==> src/rtl/uart_ctrl_pkg.sv <==
// uart_ctrl_pkg: shared state type, limits and index helper for the uart control blocks
package uart_ctrl_pkg;
  typedef enum logic [1:0] {IDLE, START, WAIT_BUSY, WAIT_DONE} arb_state_t;
  localparam int DEFAULT_TIMEOUT = 4096;
  localparam int MAX_REQ = 8;
  function automatic int rr_wrap(input int i, input int n);
    return i >= n ? i - n : i;
  endfunction
endpackage

==> src/rtl/uart_tx_arbiter_rr_pick.sv <==
// rr_pick: first request at or after the pointer, or only the owner while a lock is held
module rr_pick
  import uart_ctrl_pkg::*;
#(
  parameter int N = 4,
  localparam int IW = $clog2(N)
) (
  input  logic [N-1:0]  req,
  input  logic [IW-1:0] ptr,
  input  logic          lock,
  input  logic [IW-1:0] owner,
  output logic [IW-1:0] idx,
  output logic          valid
);
  // Scanning from the far end lets the nearest candidate to the pointer win.
  always_comb begin
    idx = owner;
    valid = lock && req[owner];
    for (int k = MAX_REQ - 1; k >= 0; k--)
      if (!lock && k < N && req[IW'(rr_wrap(int'(ptr) + k, N))]) begin
        idx = IW'(rr_wrap(int'(ptr) + k, N));
        valid = 1'b1;
      end
  end
endmodule

==> src/rtl/uart_tx_arbiter.sv <==
// uart_tx_arbiter: round-robin share of one uart transmitter among N_REQ byte streams,
// with a packet lock and a per-phase watchdog against a stalled transmitter.
module uart_tx_arbiter
  import uart_ctrl_pkg::*;
#(
  parameter int N_REQ   = 4,
  parameter int TIMEOUT = DEFAULT_TIMEOUT
) (
  input  logic               clk,
  input  logic               reset,
  input  logic [N_REQ-1:0]   req,
  input  logic [N_REQ-1:0]   req_last,
  input  logic [8*N_REQ-1:0] req_data,
  output logic [N_REQ-1:0]   grant,
  output logic               send,
  output logic [7:0]         to_send,
  input  logic               tx_done,
  output logic               busy,
  output logic               locked,
  output logic               timeout_err
);
  localparam int IW = $clog2(N_REQ);
  localparam int CW = $clog2(TIMEOUT + 1);
  arb_state_t    r_state, w_next;
  logic [IW-1:0] r_ptr, r_owner, r_win, w_idx, w_win_inc;
  logic          r_lock, r_last, r_err, w_valid, w_to, w_sat;
  logic [CW-1:0] r_cnt;
  logic [7:0]    r_to_send;

  rr_pick #(.N(N_REQ)) u_pick (
    .req  (req),
    .ptr  (r_ptr),
    .lock (r_lock),
    .owner(r_owner),
    .idx  (w_idx),
    .valid(w_valid)
  );

  assign w_sat = r_cnt == CW'(TIMEOUT);
  assign w_to = w_sat && (r_state == WAIT_BUSY || r_state == WAIT_DONE);
  assign w_win_inc = IW'(rr_wrap(int'(r_win) + 1, N_REQ));

  // Watchdog expiry wins over a transmitter edge arriving in the same cycle.
  always_comb begin
    w_next = r_state;
    case (r_state)
      IDLE:      w_next = w_valid ? START : IDLE;
      START:     w_next = WAIT_BUSY;
      WAIT_BUSY: w_next = w_to ? IDLE : tx_done ? WAIT_BUSY : WAIT_DONE;
      WAIT_DONE: w_next = (w_to || tx_done) ? IDLE : WAIT_DONE;
      default:   w_next = IDLE;
    endcase
  end

  always_ff @(posedge clk or posedge reset) begin
    if (reset) begin
      r_state <= IDLE;
      r_ptr <= '0;
      r_owner <= '0;
      r_win <= '0;
      r_lock <= 1'b0;
      r_last <= 1'b0;
      r_err <= 1'b0;
      r_cnt <= '0;
      r_to_send <= '0;
    end else begin
      r_state <= w_next;
      r_err <= w_to;
      r_cnt <= (w_next != r_state) ? '0 : w_sat ? r_cnt : r_cnt + CW'(1);
      if (r_state == IDLE && w_valid) begin
        r_win <= w_idx;
        r_last <= req_last[w_idx];
        r_to_send <= 8'(req_data >> {w_idx, 3'b000});
      end
      if (w_to) begin
        r_lock <= 1'b0;
        r_ptr <= w_win_inc;
      end else if (r_state == WAIT_DONE && tx_done) begin
        r_lock <= !r_last;
        r_owner <= r_win;
        if (r_last) r_ptr <= w_win_inc;
      end
    end
  end

  assign grant = (r_state == START) ? N_REQ'(1) << r_win : '0;
  assign send = r_state == START || r_state == WAIT_BUSY;
  assign busy = r_state != IDLE;
  assign locked = r_lock;
  assign timeout_err = r_err;
  assign to_send = r_to_send;
endmodule

==> config.mk <==
export PLATFORM = sky130hd
export DESIGN_NAME = uart_tx_arbiter
export DESIGN_NICKNAME = d
export VERILOG_FILES = /design/src/rtl/uart_ctrl_pkg.sv /design/src/rtl/uart_tx_arbiter_rr_pick.sv /design/src/rtl/uart_tx_arbiter.sv
export SDC_FILE = /design/constraint.sdc
export NUM_CORES = 1
export LEC_CHECK = 0
export ABC_AREA = 1
export CAP_MARGIN = 10
export CORE_MARGIN = 4
export CORE_UTILIZATION = 53
export CTS_CLUSTER_DIAMETER = 120
export DETAILED_ROUTE_END_ITERATION = 16
export PLACE_DENSITY = 0.89
export SLEW_MARGIN = 20
export SYNTH_ARGS = -nofsm -noshare
export SYNTH_HDL_FRONTEND = slang
export SYNTH_HIERARCHICAL = 1
export SYNTH_SLANG_ARGS = --single-unit
==> constraint.sdc <==
create_clock -name clk -period 4.4 [get_ports clk]
set_input_delay 0.88 -clock clk [delete_from_list [all_inputs] [get_ports clk]]
set_output_delay 0.88 -clock clk [all_outputs]
set_load 0.005 [all_outputs]
==> metrics.csv, run 1 <==
metric;value;unit
status;complete, no violations;
Final setup viols;0;
Die X;73.9;um
CP Class;primary input to flip-flop;
sequential share of the synthesized area;34.8;%
final hold vios;0;
RSZ-0062 raised after global routing;false;
number of I/O pins;59;
Final GP Congestion;0.871;
DR iter-0 viols;192;
Max VDD drop;0.491;mV
clock skew;6.29;ps
Die Height;73.9;um
Mapped Area;2300;um2
Worst Tran Pin Value;581;ps
ANT nets after route;0;
Max Slew Vio Count;0;
fin area;2990;um2
TritonCTS clock tree;done;
routed via count;2242;
largest net degree at the start of global routing;33;
row cnt;23;
leakage dissipation;0.00140;uW
Setup Buffers After CTS;0;
Unique masters post-synth;30;
Max-Cap Viols;0;
cts repair resizes;0;
initial antenna violation count;0;
port bufs;58;
syn nets;368;
grt ovf;0;
fin crit share;68.1;%
clock slew at reported path FFs;60;ps
top-area cell type share of the netlist area;34.8;%
CTS H-tree lvls;2;
WP data arrival;3150;ps
DRC;0;
CP Data Required Time;4550;ps
layout cells sized above 1;15.3;%
syn_area_per_cell;7.34;um2
CTS max path bufs;2;
CP startpoint kind;primary input;
root buffer cell;clkbuf_8;
Rel. slew slack;61.2;%
Synth warnings;6;
vias in the first global route;2112;
Via density;5.30;
crit-path cells;clkdlybuf4s50_1, inv_1, nand2_1, nand2_2, nand2_1, nand3_2, nand2_1, nand2_1, nand2_1, nand3_1, nand2_1, inv_2, o21ai_0, o22ai_1, nand2_1, o21ai_0;
fin crit period;3000;ps
routing usage on met1;26.4;%
FF+latch count, synth;32;
total die area;5460;um2
met3 Resource Use GR;6.70;%
register area;801;um2
Most common cell on crit path;nand2_1;
gr busiest metal;met2;
antenna diode count;0;
Fmax;334;MHz
area of the multi-input gates;1260;um2
Final #Nets;426;
CTS Hold Bufs;0;
CTS Buf Count;5;
area leader, netlist;dfrtp_1;
crit-path max FO;19;
Worst path max stage delay;510;ps
CP max stage cell;clkdlybuf4s50_1;
Pwr Density;689;nW/um2
Core Area;4120;um2
Tot GR Track Use;21.7;%
setup TNS;0;ps
drt first pass iters;4;
Initial Utilization;56.0;%
global routing usage on met2;37.0;%
Hold Path Class;flip-flop to flip-flop;
Clk Latency, worst-skew pair;280;ps
final wirelength;5.57;mm
CP endpoint kind;flip-flop;
Layout area overhead;29.7;%
Area contributors post-synth;dfrtp_1 (35%), nand2_1 (11%), nor2_1 (7.0%);
detailed-route wire length per cell;13.2;um
TritonCTS Sinks;32;
first-pass GRT wire length;9.18;mm
DP Wirelength;4.25;mm
fill count;336;
Syn Inst Count;314;
area post-placement;2900;um2
==> state kept, by name, summed over array words and instances, names as in the netlist <==
register     count
r_cnt           13
to_send          8
r_owner          2
r_ptr            2
r_state          2
r_win            2
locked           1
r_last           1
timeout_err      1
==> critical path: cells and delay by family <==
kind / cells / cell delay, ps
buf+inv: 3 / 820
simple gates: 10 / 1080
compound gates: 3 / 380
==> cell type report <==
cell class / count / share of cell area (%)
Multi-Input combinational cell: 231 / 42.2
Sequential cell: 32 / 26.8
Timing Repair Buffer: 59 / 19.7
Inverter: 43 / 6.20
Clock buffer: 8 / 3.02
Tap cell: 50 / 2.09
==> Yosys cell counts, drive strengths merged <==
library cell,number
nand2,85
nor2,56
inv,40
dfrtp,32
o21ai,32
nand3,16
ha,11
xor2,11
buf,6
o22ai,6
nor3,5
a31oi,4
a21oi,3
clkbuf,2
clkinv,2
bufinv,1
nand4,1
o211ai,1
==> layer usage <==
layer | vias to the layer above | wire, um
li1 | 1096 | -
met1 | 1037 | 2290
met2 | 99 | 2720
met3 | 10 | 461
met4 | 0 | 93
met5 | - | 0
==> final timing paths <==
kind                             from         end  slack (ps)  cells after the start
max in group asynchronous       reset  to_send[4]        3120                      3
hold reg to reg            to_send[6]  to_send[6]         490                      2
min in group asynchronous       reset    r_cnt[5]         980                      3
setup / recovery               req[0]      r_last        1400                     16
setup reg to reg             r_ptr[0]      r_last        1870                     15
hold / removal             to_send[6]  to_send[6]         490                      2
==> kinds of logic (layout without fill, tap and decap cells) <==
logic type               count (synthesis)  after routing  share of synthesized area, %
flip-flops                              32             32                          34.8
XOR/XNOR                                11             11                          4.18
buffers and inverters                   51            110                          10.5
AO/OA/AOI/OAI                           46             46                          11.4
adder cells (fa/ha/maj)                 11             11                          5.97
AND/OR/NAND/NOR                        163            163                          33.2
==> power by group <==
part,switching (uW),internal [uW]
clock network,105,127
logic,820,514
registers,102,390
total,1030,1030
==> stage by stage <==
step / setup WS (ps) / hold slack [ps] / utilization [%] / total power (uW) / cells
3_5_place_dp: 1150 / 473 / 70.4 / 1790 / 415
3_3_place_gp: 1250 / 467 / 70.4 / 1740 / 415
6_report: 1400 / 493 / 72.6 / 2060 / 423
4_1_cts: 1440 / 490 / 72.6 / 2050 / 423
2_1_floorplan: 2080 / 473 / - / 1470 / 314
5_1_grt: 1130 / 514 / 72.6 / 2250 / 423
==> cells in the final DEF, fill, tap and decap left out <==
master | synthesis | final
nand4_1 | 1 | 1
o21ai_0 | 30 | 30
nor2_1 | 43 | 43
nor2_4 | 3 | 3
inv_1 | 28 | 28
bufinv_8 | 1 | 1
clkinv_1 | 2 | 2
clkdlybuf4s50_1 | 0 | 58
clkbuf_1 | 2 | 2
o21ai_2 | 2 | 2
buf_4 | 0 | 1
clkbuf_8 | 0 | 6
a21oi_2 | 1 | 1
inv_8 | 1 | 1
nand3_1 | 12 | 12
nand3_2 | 3 | 3
o22ai_1 | 6 | 6
nand2_4 | 2 | 2
nand2_1 | 69 | 69
a31oi_1 | 4 | 4
xor2_1 | 11 | 11
nor3_1 | 5 | 5
dfrtp_1 | 32 | 32
inv_2 | 10 | 10
a21oi_1 | 2 | 2
o211ai_2 | 1 | 1
inv_4 | 1 | 1
ha_1 | 11 | 11
nand3_4 | 1 | 1
nor2_2 | 10 | 10
nand2_2 | 14 | 14
No activity file was read; power rests on OpenSTA's default activity.
==> run 2, diff against run 1 <==
--- a/config.mk
+++ b/config.mk
@@ -8,10 +8,10 @@
 export ABC_AREA = 1
 export CAP_MARGIN = 10
 export CORE_MARGIN = 4
-export CORE_UTILIZATION = 53
+export CORE_UTILIZATION = 45
 export CTS_CLUSTER_DIAMETER = 120
 export DETAILED_ROUTE_END_ITERATION = 16
-export PLACE_DENSITY = 0.89
+export PLACE_DENSITY = 0.8
 export SLEW_MARGIN = 20
 export SYNTH_ARGS = -nofsm -noshare
 export SYNTH_HDL_FRONTEND = slang
==> constraint.sdc (replaced) <==
create_clock -name clk -period 2.73 [get_ports clk]
set_input_delay 0.546 -clock clk [delete_from_list [all_inputs] [get_ports clk]]
set_output_delay 0.546 -clock clk [all_outputs]
set_load 0.005 [all_outputs]
==> run 2 against run 1 <==
  * Die area rose by 16%
  * Global-route usage fell by 3.5 points
  * Total power rose by 62%
  * Non-clock buffer count rose by 3
  * Clock power rose by 60%
  * Combinational power rose by 62%
  * Count of clock-buffer cells in the layout fell by 3
  * Via count fell by 3.7%
  * Largest cell class unchanged
  * Register-to-register slack got worse by 1400 ps
  * Design area rose by 1.5%
  * Critical endpoint is now r_cnt[6]
==> metrics.csv, run 2 (synthesis results as in run 1) <==
metric;value;unit
layout cells sized above 1;16.5;%
most frequent cells in the layout;nand2_1 (69), clkdlybuf4s50_1 (58), nor2_1 (43);
Layout area overhead;31.7;%
switching portion of total power;49.0;%
row cnt;25;
DP Wirelength;4.17;mm
number of I/O pins;59;
grt ovf;0;
Max-Cap Viols;0;
CTS max path bufs;2;
gr busiest metal;met2;
ANT nets after route;0;
root buffer cell;clkbuf_8;
total die area;6330;um2
leakage dissipation;0.00141;uW
CP Class;primary input to flip-flop;
CTS H-tree lvls;2;
Initial Utilization;47.5;%
met3 Resource Use GR;8.01;%
clock slew at reported path FFs;70;ps
Max VDD drop;0.859;mV
Comb pwr share;65.1;%
CP startpoint kind;primary input;
Setup Buffers After CTS;0;
Clk Latency, worst-skew pair;290;ps
initial antenna violation count;0;
Fmax;436;MHz
Via density;4.87;
CTS Hold Bufs;0;
CTS Buf Count;5;
fin crit share;84.0;%
antenna diode count;0;
routing usage on met1;19.6;%
Worst Tran Pin Value;463;ps
port bufs;58;
status;complete, no violations;
Rel. slew slack;69.1;%
vias in the first global route;2129;
Final GP Congestion;0.910;
Final setup viols;0;
Tot GR Track Use;18.2;%
first-pass GRT wire length;9.00;mm
Pwr Density;1100;nW/um2
Die X;79.5;um
detailed-route wire length per cell;11.8;um
routed via count;2158;
Largest register FFs;13;
final wirelength;5.24;mm
final hold vios;0;
Most flops, register;r_cnt;
drt first pass iters;4;
largest net degree at the start of global routing;33;
global routing usage on met2;30.7;%
Int Power;1700;uW
TritonCTS Sinks;32;
Core Area;4850;um2
Die Height;79.5;um
RSZ-0062 raised after global routing;false;
CP Data Required Time;2940;ps
crit-path max FO;13;
DR iter-0 viols;87;
CP endpoint kind;flip-flop;
Final #Nets;429;
non-filler cells, final;443;
cts repair resizes;0;
TritonCTS clock tree;done;
WP data arrival;2500;ps
clock skew;7.15;ps
switching power total;1630;uW
Max Slew Vio Count;0;
DRC;0;
fin crit period;2290;ps
setup TNS;0;ps
Hold Path Class;flip-flop to flip-flop;
commonest non-fill, non-tap cell in the layout;nand2_1;
Cells after DPL;435;
Flop pwr share;23.7;%
Clock Power Share;11.2;%
final core occ;62.6;%
-- run 2: path summary, 6_finish.rpt --
| kind | start | to | slack [ps] | cells after the start |
|---|---|---|---|---|
| worst max-delay path | req[0] | r_cnt[6] | 440 | 12 |
| worst min-delay path | to_send[6] | to_send[6] | 480 | 2 |
| min in group asynchronous | reset | to_send[1] | 640 | 3 |
| max in group asynchronous | reset | r_cnt[0] | 1790 | 3 |
| worst max register to register | r_ptr[0] | r_cnt[6] | 450 | 12 |
| worst min register to register | to_send[6] | to_send[6] | 480 | 2 |
-- run 2: through the flow --
stage / cell area, um2 / total power (uW) / hold slack [ps] / worst slack [ps]
final: 3030 / 3330 / 483 / 438
after global routing: 3030 / 3710 / 519 / 193
after CTS: 3030 / 3350 / 489 / 448
after detailed placement: 2940 / 2960 / 469 / 185
after global placement: 2940 / 2900 / 462 / 259
after floorplan: 2300 / 2370 / 473 / 746
-- run 2: worst max-delay path, stage by stage --
cell             delay, ps
clkdlybuf4s50_1        450
nand2_2                 90
nand2_1                 70
o211ai_2               230
inv_1                   90
nor2_1                 120
nand3_1                120
nand2_1                120
nand2_2                 70
nand2_2                 60
nand3_2                320
nor2_1                 210
-- run 2: cell type report --
| class | instances | area, um2 |
|---|---|---|
| inverter | 43 | 185 |
| tap | 67 | 83.8 |
| timing repair buffer | 62 | 611 |
| fill | 424 | 1810 |
| sequential | 32 | 801 |
| multi-input combinational | 231 | 1260 |
| clock inverter | 3 | 23.8 |
| clock buffer | 5 | 68.8 |
-- run 2: routing by layer --
metal | share of wire, % | wire, um
met3 | 11 | 602
met4 | 1.5 | 80
met2 | 46 | 2430
met5 | 0 | 0
met1 | 41 | 2120
-- run 2: power groups by stage --
stage / registers, uW / logic, uW / clock network, uW
floorplan: 737 / 1630 / 0
global placement: 788 / 2120 / 0
detailed placement: 797 / 2160 / 0
CTS: 789 / 2180 / 383
global route: 812 / 2490 / 406
finish: 790 / 2160 / 372
==> run 3, diff against run 2 <==
--- a/config.mk
+++ b/config.mk
@@ -8,10 +8,10 @@
 export ABC_AREA = 1
 export CAP_MARGIN = 10
 export CORE_MARGIN = 4
-export CORE_UTILIZATION = 45
+export CORE_UTILIZATION = 49
 export CTS_CLUSTER_DIAMETER = 120
 export DETAILED_ROUTE_END_ITERATION = 16
-export PLACE_DENSITY = 0.8
+export PLACE_DENSITY = 0.83
 export SLEW_MARGIN = 20
 export SYNTH_ARGS = -nofsm -noshare
 export SYNTH_HDL_FRONTEND = slang
==> constraint.sdc (replaced) <==
create_clock -name clk -period 2.15 [get_ports clk]
set_input_delay 0.43 -clock clk [delete_from_list [all_inputs] [get_ports clk]]
set_output_delay 0.43 -clock clk [all_outputs]
set_load 0.005 [all_outputs]
==> run 3 against run 2 <==
  * Count of clock-buffer cells in the layout up 3
  * Clock power up 28%
  * Setup slack worse by 330 ps
  * Largest power group unchanged
  * Critical endpoint is now to_send[7]
  * Largest cell class unchanged
==> metrics.csv, run 3 (synthesis results as in run 1) <==
metric;value;unit
TritonCTS Sinks;32;
switching power total;2400;uW
drt first pass iters;4;
Rel. slew slack;72.8;%
Final #Nets;450;
Power Total;5220;uW
Flop pwr share;19.2;%
CTS max path bufs;2;
Hold Path Class;flip-flop to flip-flop;
number of I/O pins;59;
area post-placement;3070;um2
Largest register FFs;13;
status;complete, no violations;
Cells after DPL;435;
root buffer cell;clkbuf_8;
Final GP Congestion;0.841;
total die area;5860;um2
fin area;3300;um2
Via density;5.09;
Tot GR Track Use;19.9;%
row cnt;24;
routed via count;2284;
Clock Power Share;9.1;%
Comb pwr share;71.7;%
ANT nets after route;0;
non-filler cells, final;449;
clock slew at reported path FFs;60;ps
Pwr Density;1580;nW/um2
Int Power;2820;uW
CP startpoint kind;primary input;
CTS Buf Count;5;
clock skew;3.54;ps
CP Class;primary input to flip-flop;
Core Area;4440;um2
Die X;76.6;um
Die Height;76.6;um
Worst Tran Pin Value;408;ps
CP endpoint kind;flip-flop;
Most flops, register;r_cnt;
fin crit period;2050;ps
initial antenna violation count;0;
final wirelength;5.96;mm
fin crit share;95.1;%
RSZ-0062 raised after global routing;true;
layout cells sized above 1;23.9;%
detailed-route wire length per cell;13.3;um
crit-path max FO;7;
DP Wirelength;4.43;mm
Fmax;489;MHz
CP Data Required Time;2320;ps
fill count;346;
Max Slew Vio Count;0;
antenna diode count;0;
CTS H-tree lvls;2;
Clk Latency, worst-skew pair;280;ps
DR iter-0 viols;135;
WP data arrival;2220;ps
Max-Cap Viols;0;
DRC;0;
final hold vios;0;
Max VDD drop;1.00;mV
leakage dissipation;0.00156;uW
vias in the first global route;2196;
Initial Utilization;51.8;%
Layout area overhead;43.3;%
port bufs;58;
switching portion of total power;46.0;%
Final setup viols;0;
largest net degree at the start of global routing;33;
grt ovf;0;
TritonCTS clock tree;done;
most frequent cells in the layout;nand2_1 (65), clkdlybuf4s50_1 (56), nor2_1 (43);
first-pass GRT wire length;9.49;mm
commonest non-fill, non-tap cell in the layout;nand2_1;
CTS Hold Bufs;0;
run 3: cell types whose count changed in the layout (fill, tap and decap cells not counted), sizes merged:
cell	change
buf	+19
clkbuf	+4
clkdlybuf4s50	-2
clkinv	-2
dlymetal6s2s	+2
run 3: per-layer routing:
metal  GRT usage (%)  vias up  routed length (um)
met5               0        -                   0
met4            5.80        0                  86
met3            6.50        8                 378
met2            35.9       67                3050
met1            22.2     1063                2440
li1                -     1146                   -
run 3: critical path: stages:
cell and delay (ps):
clkdlybuf4s50_1 490, inv_1 50, nand2_1 60, nand2_2 60
nand2_2 80, nand3_4 90, nand2_1 60, nand2_1 50
nand2_1 60, nand2_1 60, nand2_2 90, nand2_4 80
buf_8 140, o21ai_2 140, o22ai_2 110, nand2_1 90
nand2_1 60
run 3: timing repair:
action / CTS / global route
buffers inserted: 0 / 4
gates resized for setup: 5 / 26
gates cloned: 0 / 2
setup endpoints to repair: 6 / 27
pin swaps: 0 / 7
run 3: layout make-up:
| cell class | count | area (um2) | area share [%] |
|---|---|---|---|
| multi-input combinational | 231 | 1310 | 39.7 |
| timing repair buffer | 82 | 832 | 25.2 |
| sequential | 32 | 805 | 24.4 |
| inverter | 43 | 191 | 5.80 |
| clock buffer | 8 | 90.1 | 2.73 |
| tap | 52 | 65.1 | 1.97 |
| timing repair inverter | 1 | 7.51 | 0.227 |
run 3: stage by stage:
stage / worst slack (ps) / setup TNS, ps / hold slack [ps] / utilization [%]
final: 104 / 0 / 496 / 74.3
after detailed placement: -258 / -4140 / 473 / 69.1
after global placement: -214 / -3020 / 462 / 69.1
after CTS: 10.9 / 0 / 496 / 71.4
after global routing: -48.7 / -163 / 521 / 74.3
after floorplan: 218 / 0 / 473 / -
run 3: final timing paths:
kind / from / endpoint / slack, ps / cells past startpoint
min in group asynchronous: reset / to_send[3] / 530 / 3
worst max-delay path: req[2] / to_send[7] / 100 / 17
worst min register to register: to_send[6] / to_send[6] / 500 / 2
max in group asynchronous: reset / r_state[1] / 1300 / 3
worst max register to register: r_ptr[1] / to_send[7] / 140 / 14
worst min-delay path: to_send[6] / to_send[6] / 500 / 2
run 3: power groups by stage:
| stage | sequential, uW | combinational [uW] | clock [uW] |
|---|---|---|---|
| 2_1_floorplan | 936 | 2070 | 0 |
| 3_3_place_gp | 1010 | 3130 | 0 |
| 3_5_place_dp | 1020 | 3210 | 0 |
| 4_1_cts | 1020 | 3280 | 482 |
| 5_1_grt | 1030 | 4150 | 510 |
| 6_report | 1000 | 3740 | 476 |
